### src/rtl/result_mem_reader.sv
// result_mem_reader: reads DATA_W-bit result words from the data memory and
// streams them out MSB byte first over a valid/ready byte interface.
module result_mem_reader #(
  parameter int ADDR_W   = 4,
  parameter int DATA_W   = 128,
  parameter int READ_LAT = 1
) (
  input  logic              clk,
  input  logic              rst,
  input  logic              start,
  input  logic [ADDR_W-1:0] base_addr,
  input  logic [ADDR_W-1:0] num_words,
  input  logic              mem_busy,
  output logic [ADDR_W-1:0] mem_addr,
  output logic              mem_rden,
  input  logic [DATA_W-1:0] mem_q,
  output logic [7:0]        out_data,
  output logic              out_valid,
  input  logic              out_ready,
  output logic              out_last,
  output logic              busy,
  output logic              done
);

  localparam int unsigned BYTES = DATA_W / 8;
  localparam int unsigned BC_W  = (BYTES > 1) ? $clog2(BYTES) : 1;

  typedef enum logic [2:0] {
    IDLE = 3'd0,
    REQ  = 3'd1,
    WAIT = 3'd2,
    SEND = 3'd3,
    DONE = 3'd4
  } state_t;

  state_t            state, state_nx;
  logic [ADDR_W-1:0] cur_addr;
  logic [ADDR_W-1:0] addr_hold;
  logic [ADDR_W-1:0] words_left;
  logic [BC_W-1:0]   byte_cnt;
  logic [1:0]        lat_cnt;
  logic [DATA_W-1:0] shreg;

  logic accept, word_end, last_word, lat_hit;

  // Handshake and word-boundary qualifiers shared by FSM and datapath
  always_comb begin
    accept    = (state == SEND) && out_ready;
    word_end  = accept && (byte_cnt == BC_W'(BYTES - 1));
    last_word = (words_left == ADDR_W'(1));
    lat_hit   = (lat_cnt == 2'(READ_LAT - 1));
  end

  // State register
  always_ff @(posedge clk or negedge rst) begin
    if (!rst) state <= IDLE;
    else      state <= state_nx;
  end

  // Next-state logic
  always_comb begin
    state_nx = state;
    case (state)
      IDLE: if (start) state_nx = (num_words == '0) ? DONE : REQ;
      REQ:  if (!mem_busy) state_nx = WAIT;
      WAIT: if (lat_hit) state_nx = SEND;
      SEND: if (word_end) state_nx = last_word ? DONE : REQ;
      DONE: state_nx = IDLE;
      default: state_nx = IDLE;
    endcase
  end

  // Output decode; the address port shows the live address only while reading
  // and otherwise replays the last issued one, so advancing cur_addr at the end
  // of a word never disturbs mem_addr between reads.
  always_comb begin
    mem_rden  = (state == REQ) && !mem_busy;
    mem_addr  = mem_rden ? cur_addr : addr_hold;
    out_valid = (state == SEND);
    out_data  = shreg[DATA_W-1 -: 8];
    out_last  = out_valid && (byte_cnt == BC_W'(BYTES - 1)) && last_word;
    busy      = (state != IDLE);
    done      = (state == DONE);
  end

  // Transfer parameters, read latency counter and byte shift register
  always_ff @(posedge clk or negedge rst) begin
    if (!rst) begin
      cur_addr   <= '0;
      addr_hold  <= '0;
      words_left <= '0;
      byte_cnt   <= '0;
      lat_cnt    <= '0;
      shreg      <= '0;
    end else begin
      if (state == IDLE && start) begin
        cur_addr   <= base_addr;
        words_left <= num_words;
      end else if (word_end && !last_word) begin
        cur_addr   <= cur_addr + ADDR_W'(1);
        words_left <= words_left - ADDR_W'(1);
      end

      if (mem_rden) addr_hold <= cur_addr;

      if (state == REQ)       lat_cnt <= '0;
      else if (state == WAIT) lat_cnt <= lat_cnt + 2'd1;

      if (state == WAIT && lat_hit) begin
        shreg    <= mem_q;
        byte_cnt <= '0;
      end else if (accept) begin
        shreg    <= shreg << 8;
        byte_cnt <= byte_cnt + BC_W'(1);
      end
    end
  end

endmodule
### config.mk
export PLATFORM = sky130hd
export DESIGN_NAME = result_mem_reader
export DESIGN_NICKNAME = d
export VERILOG_FILES = /design/src/rtl/result_mem_reader.sv
export SDC_FILE = /design/constraint.sdc
export NUM_CORES = 1
export LEC_CHECK = 0
export ABC_AREA = 1
export CAP_MARGIN = 20
export CELL_PAD_IN_SITES_DETAIL_PLACEMENT = 0
export CELL_PAD_IN_SITES_GLOBAL_PLACEMENT = 2
export CORE_MARGIN = 2
export CORE_UTILIZATION = 32
export CTS_BUF_LIST = sky130_fd_sc_hd__clkbuf_4
export CTS_CLUSTER_SIZE = 14
export DETAILED_ROUTE_END_ITERATION = 8
export GPL_TIMING_DRIVEN = 0
export PLACE_DENSITY_LB_ADDON = 0.3
export SYNTH_ARGS = -nofsm -noshare
export SYNTH_HDL_FRONTEND = slang
export SYNTH_SLANG_ARGS = --single-unit
### constraint.sdc
create_clock -name clk -period 3 [get_ports clk]
set_clock_uncertainty 0.1 [all_clocks]
set_input_delay 0.45 -clock clk [delete_from_list [all_inputs] [get_ports clk]]
set_output_delay 0.45 -clock clk [all_outputs]
set_load 0.01 [all_outputs]
**Yosys cells after proc, flatten, opt, wreduce, memory -nomap -nowiden**

Cells that the tools add are included.

- Register bits after elaboration: 149
- Input port bits: 141
- Logic and storage cells: 57

- Add/subtract/negate cells: 4
- Equal/unequal tests: 10
- Mux-type cells: 18
- Reduce and logical (&&, ||, !) cells: 18

Operators by type and width:

| cell | count |
|---|---|
| 2-to-1 mux 128 bit | 2 |
| 2-to-1 mux 4 bit | 7 |
| 2-to-1 mux 3 bit | 6 |
| case mux 3 bit (4 select lines) | 1 |
| adder 4 x 1 -> 4 bit (second input constant) | 2 |
| logical AND 1 bit | 8 |
| equality test 3 x 2 -> 1 bit (second input constant) | 2 |
| inequality test 2 bit (second input constant) | 3 |
| nonzero test 2 bit | 3 |
| equality test 4 x 1 -> 1 bit (second input constant) | 1 |
| equality test 4 bit (second input constant) | 1 |
| logical NOT 4 bit | 1 |
| 2-to-1 mux 2 bit | 2 |
| AND reduction 4 bit | 1 |
| subtractor 4 x 1 -> 4 bit (second input constant) | 1 |
| equality test 3 x 1 -> 1 bit (second input constant) | 1 |
| equality test 3 bit (second input constant) | 1 |
| logical NOT 3 bit | 1 |
| nonzero test 3 bit | 1 |
| adder 2 x 1 -> 2 bit (second input constant) | 1 |
| logical NOT 1 bit | 2 |
| logical NOT 2 bit | 1 |
| inequality test 2 x 1 -> 1 bit (second input constant) | 1 |

**Logic depth before layout (Yosys ltp)**

Gate-level depths: netlist of run 1.

- Depth in word-level cells: 6
- Mapped depth: 9
- Depth with buffers taken out: 7

**Worst setup path before layout of run 1**

OpenSTA, ideal clock, no wires.

- Path kind: reg2out
- Start point: register state[1]
- End point: output mem_addr[3]
- Arrival time: 1.344 ns
- Setup slack: 1.106 ns
- Cell stages (with the launch flop): 6
- Path buffers: 1
- Cell sequence: dfrtp_1 > nor2_1 > nand2_1 > or2_2 > clkbuf_1 > o21ai_0

- Word-level cells in the longest chain between the ends: 3

RTL lines:

| item | RTL line | source |
|---|---|---|
| start, declared | 36 | `state_t state, state_nx;` |
| start signal, assigned | 57 | `else state <= state_nx;` |
| equality test 3 x 1 -> 1 bit | 77 | `mem_rden = (state == REQ) && !mem_busy;` |
| logical AND 1 bit | 77 |  |
| 2-to-1 mux 4 bit | n/a |  |
| end, declared | 14 | `output logic [ADDR_W-1:0] mem_addr,` |

Every way passes these cells.

**Final worst setup path of run 1**

- Start point: register state[2]
- End point: output mem_addr[0]

Same word-level chain as after synthesis.

==> flow_summary.html, run 1 <==
<table>
<tr><th>Metric</th><th>Value</th></tr>
<tr><th colspan="2">Timing</th></tr>
<tr><td>Achievable frequency</td><td>0.3640 GHz</td></tr>
<tr><td>Setup slack of the critical path after layout</td><td>253.0 ps</td></tr>
<tr><td>Setup repair after global routing missed its margin</td><td>no</td></tr>
<tr><td>Number of hold-slack violations in the final timing report</td><td>0</td></tr>
<tr><td>Normalized max-slew margin</td><td>65.54%</td></tr>
<tr><td>Final clock period utilization by the worst path</td><td>91.57%</td></tr>
<tr><td>Slew at the pin with the worst max-slew slack</td><td>516.9 ps</td></tr>
<tr><td>Max-slew violation count</td><td>0</td></tr>
<tr><td>Final setup vio count</td><td>0</td></tr>
<tr><td>Min cycle time layout</td><td>2747 ps</td></tr>
<tr><th colspan="2">Clocking</th></tr>
<tr><td>Later-pin clock latency in the skew report</td><td>520 ps</td></tr>
<tr><td>Root cell of the clock tree</td><td>clkbuf_4</td></tr>
<tr><td>CTS tree</td><td>done</td></tr>
<tr><td>H-tree Lvls</td><td>4</td></tr>
<tr><td>Total clock buffers created by CTS</td><td>17</td></tr>
<tr><td>Num Clock Sinks</td><td>149</td></tr>
<tr><td>CTS Buffer Depth</td><td>2</td></tr>
<tr><td>Clock slew at the register clock pins of the worst setup and hold paths</td><td>140 ps</td></tr>
<tr><th colspan="2">GRT</th></tr>
<tr><td>Pin count of the biggest net entering global routing</td><td>89</td></tr>
<tr><td>First-pass GRT wire length</td><td>30950 µm</td></tr>
<tr><td>GRT Total Usage</td><td>17.98%</td></tr>
<tr><td>Vias in the first global route</td><td>5896</td></tr>
<tr><td>Remaining Overflow, GRT</td><td>0</td></tr>
<tr><td>Initial antenna violation count</td><td>2</td></tr>
<tr><th colspan="2">Final layout</th></tr>
<tr><td>Highest-count cells in the layout ignoring fill and taps</td><td>nand2_1 (442), clkdlybuf4s50_1 (156), dfrtp_1 (147)</td></tr>
<tr><td>Leading cell type in the layout, fill and taps excluded</td><td>nand2_1</td></tr>
<tr><td>Design Area, Final</td><td>9074 µm²</td></tr>
<tr><td>Nets</td><td>1178</td></tr>
<tr><td># fillers</td><td>2176</td></tr>
<tr><td>Fraction of layout instances using a drive strength above 1</td><td>8.150%</td></tr>
<tr><td>Layout Area Growth over Synthesis</td><td>34.22%</td></tr>
<tr><th colspan="2">Logic synthesis</th></tr>
<tr><td>Post-synthesis sequential area ratio</td><td>55.15%</td></tr>
<tr><td>Number of nets in the synthesized netlist</td><td>1000</td></tr>
<tr><td>Gate count after technology mapping</td><td>854</td></tr>
<tr><td>Mean area per synthesized cell</td><td>7.916 µm²</td></tr>
<tr><td>Top cells by area in the synthesized netlist</td><td>dfrtp_1 (55%), nand2_1 (25%), nand3_1 (10%)</td></tr>
<tr><td>Number of enable-type register cells in the synthesized netlist</td><td>0</td></tr>
<tr><td>Flop and latch count out of synthesis</td><td>149</td></tr>
<tr><td>Area share of fa/ha/maj cells after synthesis</td><td>0.9254%</td></tr>
<tr><td>Post-synthesis instance area</td><td>6760 µm²</td></tr>
<tr><td>Compound-Gate Fraction of Synth Area</td><td>1.203%</td></tr>
<tr><td>XOR/XNOR Fraction of Synth Area</td><td>0.2591%</td></tr>
<tr><td>Share of Yosys cell area claimed by the top area cell type</td><td>55.15%</td></tr>
<tr><td>Most used flip-flop cell after synthesis</td><td>dfrtp_1</td></tr>
<tr><td>Count of warnings emitted by yosys</td><td>0</td></tr>
<tr><td>Basic-gate share of the synthesized area counting and, or, nand and nor cells</td><td>36.98%</td></tr>
<tr><td>Fraction of registers with async set/reset</td><td>100.0%</td></tr>
<tr><td>Mux cell area share after synthesis</td><td>0%</td></tr>
<tr><td>Dominant combinational cell family by area after synthesis</td><td>simple AND/OR/NAND/NOR gates</td></tr>
<tr><td>Library cell with the largest summed area after synthesis</td><td>dfrtp_1</td></tr>
<tr><td>Unique cell type count in the Yosys netlist</td><td>25</td></tr>
<tr><th colspan="2">Detailed routing</th></tr>
<tr><td>Top Metal Used</td><td>met4</td></tr>
<tr><td>Total via count after detailed routing</td><td>5950</td></tr>
<tr><td>DR pass1 iterations</td><td>4</td></tr>
<tr><td>Routed wirelength normalized by instance count</td><td>14.32 µm</td></tr>
<tr><td>Vias per cell</td><td>4.508</td></tr>
<tr><td>Met3 layer wire length in the routed design</td><td>920 µm</td></tr>
<tr><td>Number of nets still failing antenna checks after routing</td><td>0</td></tr>
<tr><td>DRC</td><td>0</td></tr>
<tr><td>Met2 wire length</td><td>8394 µm</td></tr>
<tr><td>Total detailed-routing wirelength</td><td>18900 µm</td></tr>
<tr><td>Iteration-0 DRC Markers</td><td>293</td></tr>
<tr><td>Met1 Wirelength</td><td>9525 µm</td></tr>
<tr><th colspan="2">Status</th></tr>
<tr><td>Run status</td><td>finished clean</td></tr>
<tr><th colspan="2">Floorplan</th></tr>
<tr><td>Height of the die</td><td>149.3 µm</td></tr>
<tr><td>Area of the die</td><td>22300 µm²</td></tr>
<tr><td>Width of the die</td><td>149.3 µm</td></tr>
<tr><td>Core Region</td><td>20890 µm²</td></tr>
<tr><td>Ports placed on the boundary</td><td>158</td></tr>
<tr><td>Effective utilization at floorplan</td><td>32.36%</td></tr>
<tr><td>Core Rows</td><td>53</td></tr>
<tr><th colspan="2">Worst setup path</th></tr>
<tr><td>Critical R2R Launch</td><td>state[0]$_DFFE_PN0P_</td></tr>
<tr><td>Cell with the most instances on the worst path</td><td>nand2_1</td></tr>
<tr><td>Maximum cell stage delay along the critical path</td><td>540 ps</td></tr>
<tr><td>Worst Path Required</td><td>2450 ps</td></tr>
<tr><td>Count of cells along the worst register-to-register path</td><td>7</td></tr>
<tr><td>Largest driver fanout on the critical path</td><td>6</td></tr>
<tr><td>Setup slack, reg-to-reg</td><td>1040 ps</td></tr>
<tr><td>CP endpoint kind</td><td>primary output</td></tr>
<tr><td>Critical setup path kind</td><td>reg2out</td></tr>
<tr><td>Type of origin of the critical path</td><td>flop</td></tr>
<tr><td>Crit path cell chain</td><td>nor2_2, nand2_1, or2_4, inv_2, nand2_1, nand2_1, clkdlybuf4s50_1</td></tr>
<tr><td>Terminus of the critical flop-to-flop path</td><td>shreg[82]$_DFFE_PN0P_</td></tr>
<tr><td>Cell type of the slowest stage on the worst timing path</td><td>clkdlybuf4s50_1</td></tr>
<tr><td>Critical path arrival</td><td>2200 ps</td></tr>
<tr><th colspan="2">Placement</th></tr>
<tr><td>Port Buffers</td><td>157</td></tr>
<tr><td>Post-placement setup slack</td><td>223.7 ps</td></tr>
<tr><td>Detailed placement HPWL</td><td>13960 µm</td></tr>
<tr><td>RD Place Congestion</td><td>0.7574</td></tr>
<tr><td>Area post-placement</td><td>8708 µm²</td></tr>
<tr><th colspan="2">Worst hold path</th></tr>
<tr><td>Worst hold path class</td><td>in2async</td></tr>
<tr><th colspan="2">Pwr</th></tr>
<tr><td>Cell area power density</td><td>937.2 nW/µm²</td></tr>
<tr><td>Peak ir drop on the vdd network</td><td>0.3575 mV</td></tr>
<tr><td>Leakage power</td><td>0.004360 µW</td></tr>
<tr><th colspan="2">Job</th></tr>
<tr><td>Max Cap Viol</td><td>0</td></tr>
</table>
cell usage after synthesis (2+ instances only):
| library cell | instances |
|---|---|
| nand2_1 | 442 |
| dfrtp_1 | 149 |
| nand3_1 | 141 |
| buf_2 | 26 |
| inv_1 | 22 |
| nor2_1 | 14 |
| buf_4 | 13 |
| clkbuf_1 | 10 |
| o21ai_0 | 10 |
| ha_1 | 5 |
| nand3_2 | 3 |
| a21oi_1 | 2 |
| buf_1 | 2 |
| nor2_2 | 2 |
| nor3_1 | 2 |
| xnor2_1 | 2 |
how the worst max path moves through the flow:
stage                         startpoint                     end  slack (ps)
CTS                 state[2]$_DFFE_PN0P_             mem_addr[0]          10
global route        state[1]$_DFFE_PN0P_             mem_addr[1]          50
detailed placement              mem_busy             mem_addr[3]         220
finish              state[2]$_DFFE_PN0P_             mem_addr[0]         250
global placement                     rst  addr_hold[1]$_DFF_PN0_       -5110
floorplan           state[1]$_DFFE_PN0P_             mem_addr[3]        1110
report_power, final:
group	switching, µW	leakage (µW)	internal, µW
registers	547	0.00188	2940
logic	2080	0.00231	1450
clock network	748	0.000172	750
metal layers:
metal / global-route usage, % / vias to the layer above
met4: 3.571 / 0
li1: - / 3050
met2: 27.61 / 141
met3: 4.098 / 2
met1: 26.10 / 2757
met5: 0 / -
through the flow:
stage / TNS (ps) / total power [µW] / hold slack [ps] / util, % / instances
4_1_cts: 0 / 8644 / 298.1 / 43.38 / 1318
3_5_place_dp: 0 / 7103 / 325.7 / 41.69 / 1287
2_1_floorplan: 0 / 5803 / 54.41 / - / 854
5_1_grt: 0 / 9335 / 287.8 / 43.43 / 1319
6_report: 0 / 8504 / 331.2 / 43.44 / 1320
3_3_place_gp: -758660 / 7055 / 355.0 / 41.53 / 1286
area by class of cell:
| cell class | instances | area [µm²] | area share [%] |
|---|---|---|---|
| Timing Repair Buffer | 160 | 1622 | 17.87 |
| Clock inverter | 12 | 203.9 | 2.248 |
| Clock buffer | 18 | 135.1 | 1.489 |
| Sequential cell | 149 | 3731 | 41.12 |
| Inverter | 23 | 86.33 | 0.9515 |
| Multi-Input combinational cell | 630 | 2666 | 29.39 |
| Antenna cell | 2 | 5.005 | 0.05516 |
| Tap cell | 275 | 344.1 | 3.792 |
| Buffer | 51 | 280.3 | 3.089 |
state kept, by name (all words and copies together), names as in the netlist:
name,count
shreg,128
addr_hold,4
words_left,4
byte_cnt,4
state,3
cur_addr,4
lat_cnt,2
kinds of logic after synthesis:
logic type / count (synthesis)
flip-flops: 149
adder cells (fa/ha/maj): 5
AO/OA/AOI/OAI: 15
XOR/XNOR: 2
AND/OR/NAND/NOR: 608
buffers and inverters: 75
repair_timing:
action                                 in CTS  in global routing
endpoints found under the hold margin      61                  0
hold buffers                                1                  0
buffers inserted                            1                  0
resized for setup                           2                  4
setup endpoints to repair                   5                  5
worst max-delay path, delay by kind of cell, from the launching register on:
kind / cells / cell delay [ps]
DFF: 1 / 430
buffers and inverters: 2 / 630
and+or+nand+nor: 5 / 630
Note: power is estimated with default switching activity, not from simulation.
==> run 2: changes to the inputs <==
Settings changed: GPL_TIMING_DRIVEN 0 to not set, PLACE_DENSITY set to 0.95, PLACE_DENSITY_LB_ADDON 0.3 to not set.
==> flow_summary.html, run 2 (same netlist as run 1, synthesis figures left out) <==
<table>
<tr><th>Metric</th><th>Value</th></tr>
<tr><th colspan="2">Status</th></tr>
<tr><td>Run status</td><td>finished clean</td></tr>
<tr><th colspan="2">Detailed routing</th></tr>
<tr><td>Vias per cell</td><td>4.538 (+0.68%)</td></tr>
<tr><td>Total detailed-routing wirelength</td><td>17990 µm (-4.8%)</td></tr>
<tr><td>Iteration-0 DRC Markers</td><td>370 (+26%)</td></tr>
<tr><td>DRC</td><td>0 (unchanged)</td></tr>
<tr><td>Routed wirelength normalized by instance count</td><td>14.05 µm (-1.9%)</td></tr>
<tr><td>Total via count after detailed routing</td><td>5809 (-2.4%)</td></tr>
<tr><td>Number of nets still failing antenna checks after routing</td><td>0 (unchanged)</td></tr>
<tr><td>DR pass1 iterations</td><td>4 (unchanged)</td></tr>
<tr><th colspan="2">Pwr</th></tr>
<tr><td>Part of the total power dissipated in sequential elements</td><td>42.4% (+1.4 points)</td></tr>
<tr><td>Switching Fraction</td><td>40.12% (+0.47 points)</td></tr>
<tr><td>Peak ir drop on the vdd network</td><td>0.4701 mV (+32%)</td></tr>
<tr><td>P_sw</td><td>3291 µW (-2.4%)</td></tr>
<tr><td>Clk pwr share</td><td>17.7% (about the same)</td></tr>
<tr><td>Leakage power</td><td>0.004271 µW (-2.0%)</td></tr>
<tr><td>Part of the total power dissipated in combinational logic</td><td>39.9% (-1.5 points)</td></tr>
<tr><td>Power after layout</td><td>8203 µW (-3.5%)</td></tr>
<tr><td>Cell area power density</td><td>923.2 nW/µm² (-1.5%)</td></tr>
<tr><td>Internal power summed over all cells</td><td>4912 µW (-4.3%)</td></tr>
<tr><th colspan="2">Final layout</th></tr>
<tr><td>Number of flip-flops under the largest register name</td><td>128 (unchanged)</td></tr>
<tr><td>Nets</td><td>1135 (-3.7%)</td></tr>
<tr><td>Leading cell type in the layout, fill and taps excluded</td><td>nand2_1</td></tr>
<tr><td>Layout Area Growth over Synthesis</td><td>31.43%</td></tr>
<tr><td>Fraction of layout instances using a drive strength above 1</td><td>5.190% (-3.0 points)</td></tr>
<tr><td>Area of the multi-input gates</td><td>2671 µm² (+0.19%)</td></tr>
<tr><td>Most flops, register</td><td>shreg</td></tr>
<tr><td>Footprint of the flip-flops and latches</td><td>3730 µm² (about the same)</td></tr>
<tr><td># fillers</td><td>2189 (+0.60%)</td></tr>
<tr><td>Highest-count cells in the layout ignoring fill and taps</td><td>nand2_1 (442), clkdlybuf4s50_1 (152), dfrtp_1 (148)</td></tr>
<tr><th colspan="2">Timing</th></tr>
<tr><td>Normalized max-slew margin</td><td>54.29% (-11 points)</td></tr>
<tr><td>Setup repair after global routing missed its margin</td><td>no</td></tr>
<tr><td>Min cycle time layout</td><td>2725 ps (-22.21 ps)</td></tr>
<tr><td>Setup slack of the critical path after layout</td><td>275.2 ps (+22.21 ps)</td></tr>
<tr><td>Final setup vio count</td><td>0 (unchanged)</td></tr>
<tr><td>Achievable frequency</td><td>0.3670 GHz (+0.82%)</td></tr>
<tr><td>Slew at the pin with the worst max-slew slack</td><td>685.7 ps (+168.7 ps)</td></tr>
<tr><td>Final clock period utilization by the worst path</td><td>90.83% (-0.74 points)</td></tr>
<tr><td>Min Hold Slack</td><td>321.8 ps (-9.445 ps)</td></tr>
<tr><td>Post-route setup TNS</td><td>0 ps (unchanged)</td></tr>
<tr><td>Number of hold-slack violations in the final timing report</td><td>0 (unchanged)</td></tr>
<tr><td>Max-slew violation count</td><td>0 (unchanged)</td></tr>
<tr><th colspan="2">Job</th></tr>
<tr><td>Max Cap Viol</td><td>0 (unchanged)</td></tr>
<tr><th colspan="2">Clocking</th></tr>
<tr><td>CTS tree</td><td>done</td></tr>
<tr><td>CTS Buffer Depth</td><td>2 (unchanged)</td></tr>
<tr><td>Total clock buffers created by CTS</td><td>17 (unchanged)</td></tr>
<tr><td>Root cell of the clock tree</td><td>clkbuf_4</td></tr>
<tr><td>Clock slew at the register clock pins of the worst setup and hold paths</td><td>140 ps (about the same)</td></tr>
<tr><td>Num Clock Sinks</td><td>149 (unchanged)</td></tr>
<tr><td>Later-pin clock latency in the skew report</td><td>550 ps (+30 ps)</td></tr>
<tr><td>H-tree Lvls</td><td>4 (unchanged)</td></tr>
<tr><th colspan="2">Floorplan</th></tr>
<tr><td>Effective utilization at floorplan</td><td>32.36% (unchanged)</td></tr>
<tr><td>Ports placed on the boundary</td><td>158 (unchanged)</td></tr>
<tr><td>Core Region</td><td>20890 µm² (unchanged)</td></tr>
<tr><td>Area of the die</td><td>22300 µm² (unchanged)</td></tr>
<tr><td>Core Rows</td><td>53 (unchanged)</td></tr>
<tr><td>Width of the die</td><td>149.3 µm (unchanged)</td></tr>
<tr><td>Height of the die</td><td>149.3 µm (unchanged)</td></tr>
<tr><th colspan="2">GRT</th></tr>
<tr><td>First-pass GRT wire length</td><td>29410 µm (-5.0%)</td></tr>
<tr><td>Remaining Overflow, GRT</td><td>0 (unchanged)</td></tr>
<tr><td>Vias in the first global route</td><td>5744 (-2.6%)</td></tr>
<tr><td>GRT Total Usage</td><td>16.75% (-1.2 points)</td></tr>
<tr><td>Pin count of the biggest net entering global routing</td><td>126 (+42%)</td></tr>
<tr><td>Initial antenna violation count</td><td>1 (-1)</td></tr>
<tr><th colspan="2">Worst hold path</th></tr>
<tr><td>Worst hold path class</td><td>in2reg</td></tr>
<tr><td>Worst hold path cell count</td><td>3</td></tr>
<tr><th colspan="2">Placement</th></tr>
<tr><td>Post-placement setup slack</td><td>374.3 ps (+150.6 ps)</td></tr>
<tr><td>Detailed placement HPWL</td><td>12070 µm (-14%)</td></tr>
<tr><td>Port Buffers</td><td>157 (unchanged)</td></tr>
<tr><td>RD Place Congestion</td><td>0.7902 (+4.3%)</td></tr>
<tr><th colspan="2">Worst setup path</th></tr>
<tr><td>Worst Path Required</td><td>2450 ps (about the same)</td></tr>
<tr><td>Critical path arrival</td><td>2170 ps (-30 ps)</td></tr>
<tr><td>Critical setup path kind</td><td>reg2out</td></tr>
<tr><td>Type of origin of the critical path</td><td>flop</td></tr>
<tr><td>Largest driver fanout on the critical path</td><td>6 (unchanged)</td></tr>
<tr><td>Count of cells along the worst register-to-register path</td><td>7 (unchanged)</td></tr>
<tr><td>CP endpoint kind</td><td>primary output</td></tr>
</table>
run 2: cell types whose count changed in the layout (fill, tap and decap cells not counted), sizes merged:
cell	delta
buf	-34
bufinv	-1
clkbuf	-10
clkdlybuf4s50	-4
clkinv	-1
diode	+1
dlymetal6s2s	+4
inv	+5
run 2: cell type report:
cell class / instances / share of cell area, %
multi-input combinational: 630 / 30.07
clock inverter: 15 / 2.253
clock buffer: 17 / 1.436
tap: 275 / 3.873
inverter: 23 / 0.9717
sequential: 149 / 41.98
timing repair buffer: 168 / 19.34
antenna: 3 / 0.08450
run 2: critical path: stages, from the launching register on:
cell and delay [ps]:
dfrtp_2 460, nor2_1 130, nand2_1 80, or2_2 340
inv_2 90, clkdlybuf4s50_1 530
run 2: metrics by stage:
| step | instance area, µm² | util (%) | std cells |
|---|---|---|---|
| 4_1_cts | 8859 | 42.41 | 1276 |
| 5_1_grt | 8885 | 42.53 | 1280 |
| 2_1_floorplan | 6760 | - | 854 |
| 3_3_place_gp | 8521 | 40.79 | 1243 |
| 6_report | 8885 | 42.53 | 1280 |
| 3_5_place_dp | 8521 | 40.79 | 1243 |
run 2: what timing repair did:
action                                  in CTS  in global routing
endpoints found under the setup margin       1                  4
gates resized for setup                      1                  6
hold endpoints to repair                    68                  0
hold buffers                                 1                  0
buffers inserted                             0                  1
run 2: power groups by stage:
stage | Combinational [µW] | Clock (µW) | Sequential, µW
2_1_floorplan | 2450 | 0 | 3350
3_3_place_gp | 3290 | 0 | 3510
3_5_place_dp | 3350 | 0 | 3520
4_1_cts | 3360 | 1510 | 3480
5_1_grt | 3820 | 1600 | 3590
6_report | 3280 | 1450 | 3480
run 2: routing by layer:
metal / vias to the layer above / track usage [%] / wire [µm]
li1: 2961 / - / -
met1: 2730 / 24.46 / 9134
met2: 114 / 25.00 / 8088
met3: 4 / 3.976 / 649
met4: 0 / 4.190 / 114
met5: - / 0 / 0
run 2: final timing paths:
path,from,to,slack [ps]
max,state[1]$_DFFE_PN0P_,mem_rden,280
min,mem_q[0],shreg[0]$_DFFE_PN0P_,320
max reg2reg,state[1]$_DFFE_PN0P_,byte_cnt[1]$_DFFE_PN0P_,920
min reg2reg,shreg[5]$_DFFE_PN0P_,shreg[5]$_DFFE_PN0P_,390
max in group asynchronous,rst,shreg[6]$_DFFE_PN0P_,1600
min in group asynchronous,rst,shreg[124]$_DFFE_PN0P_,350
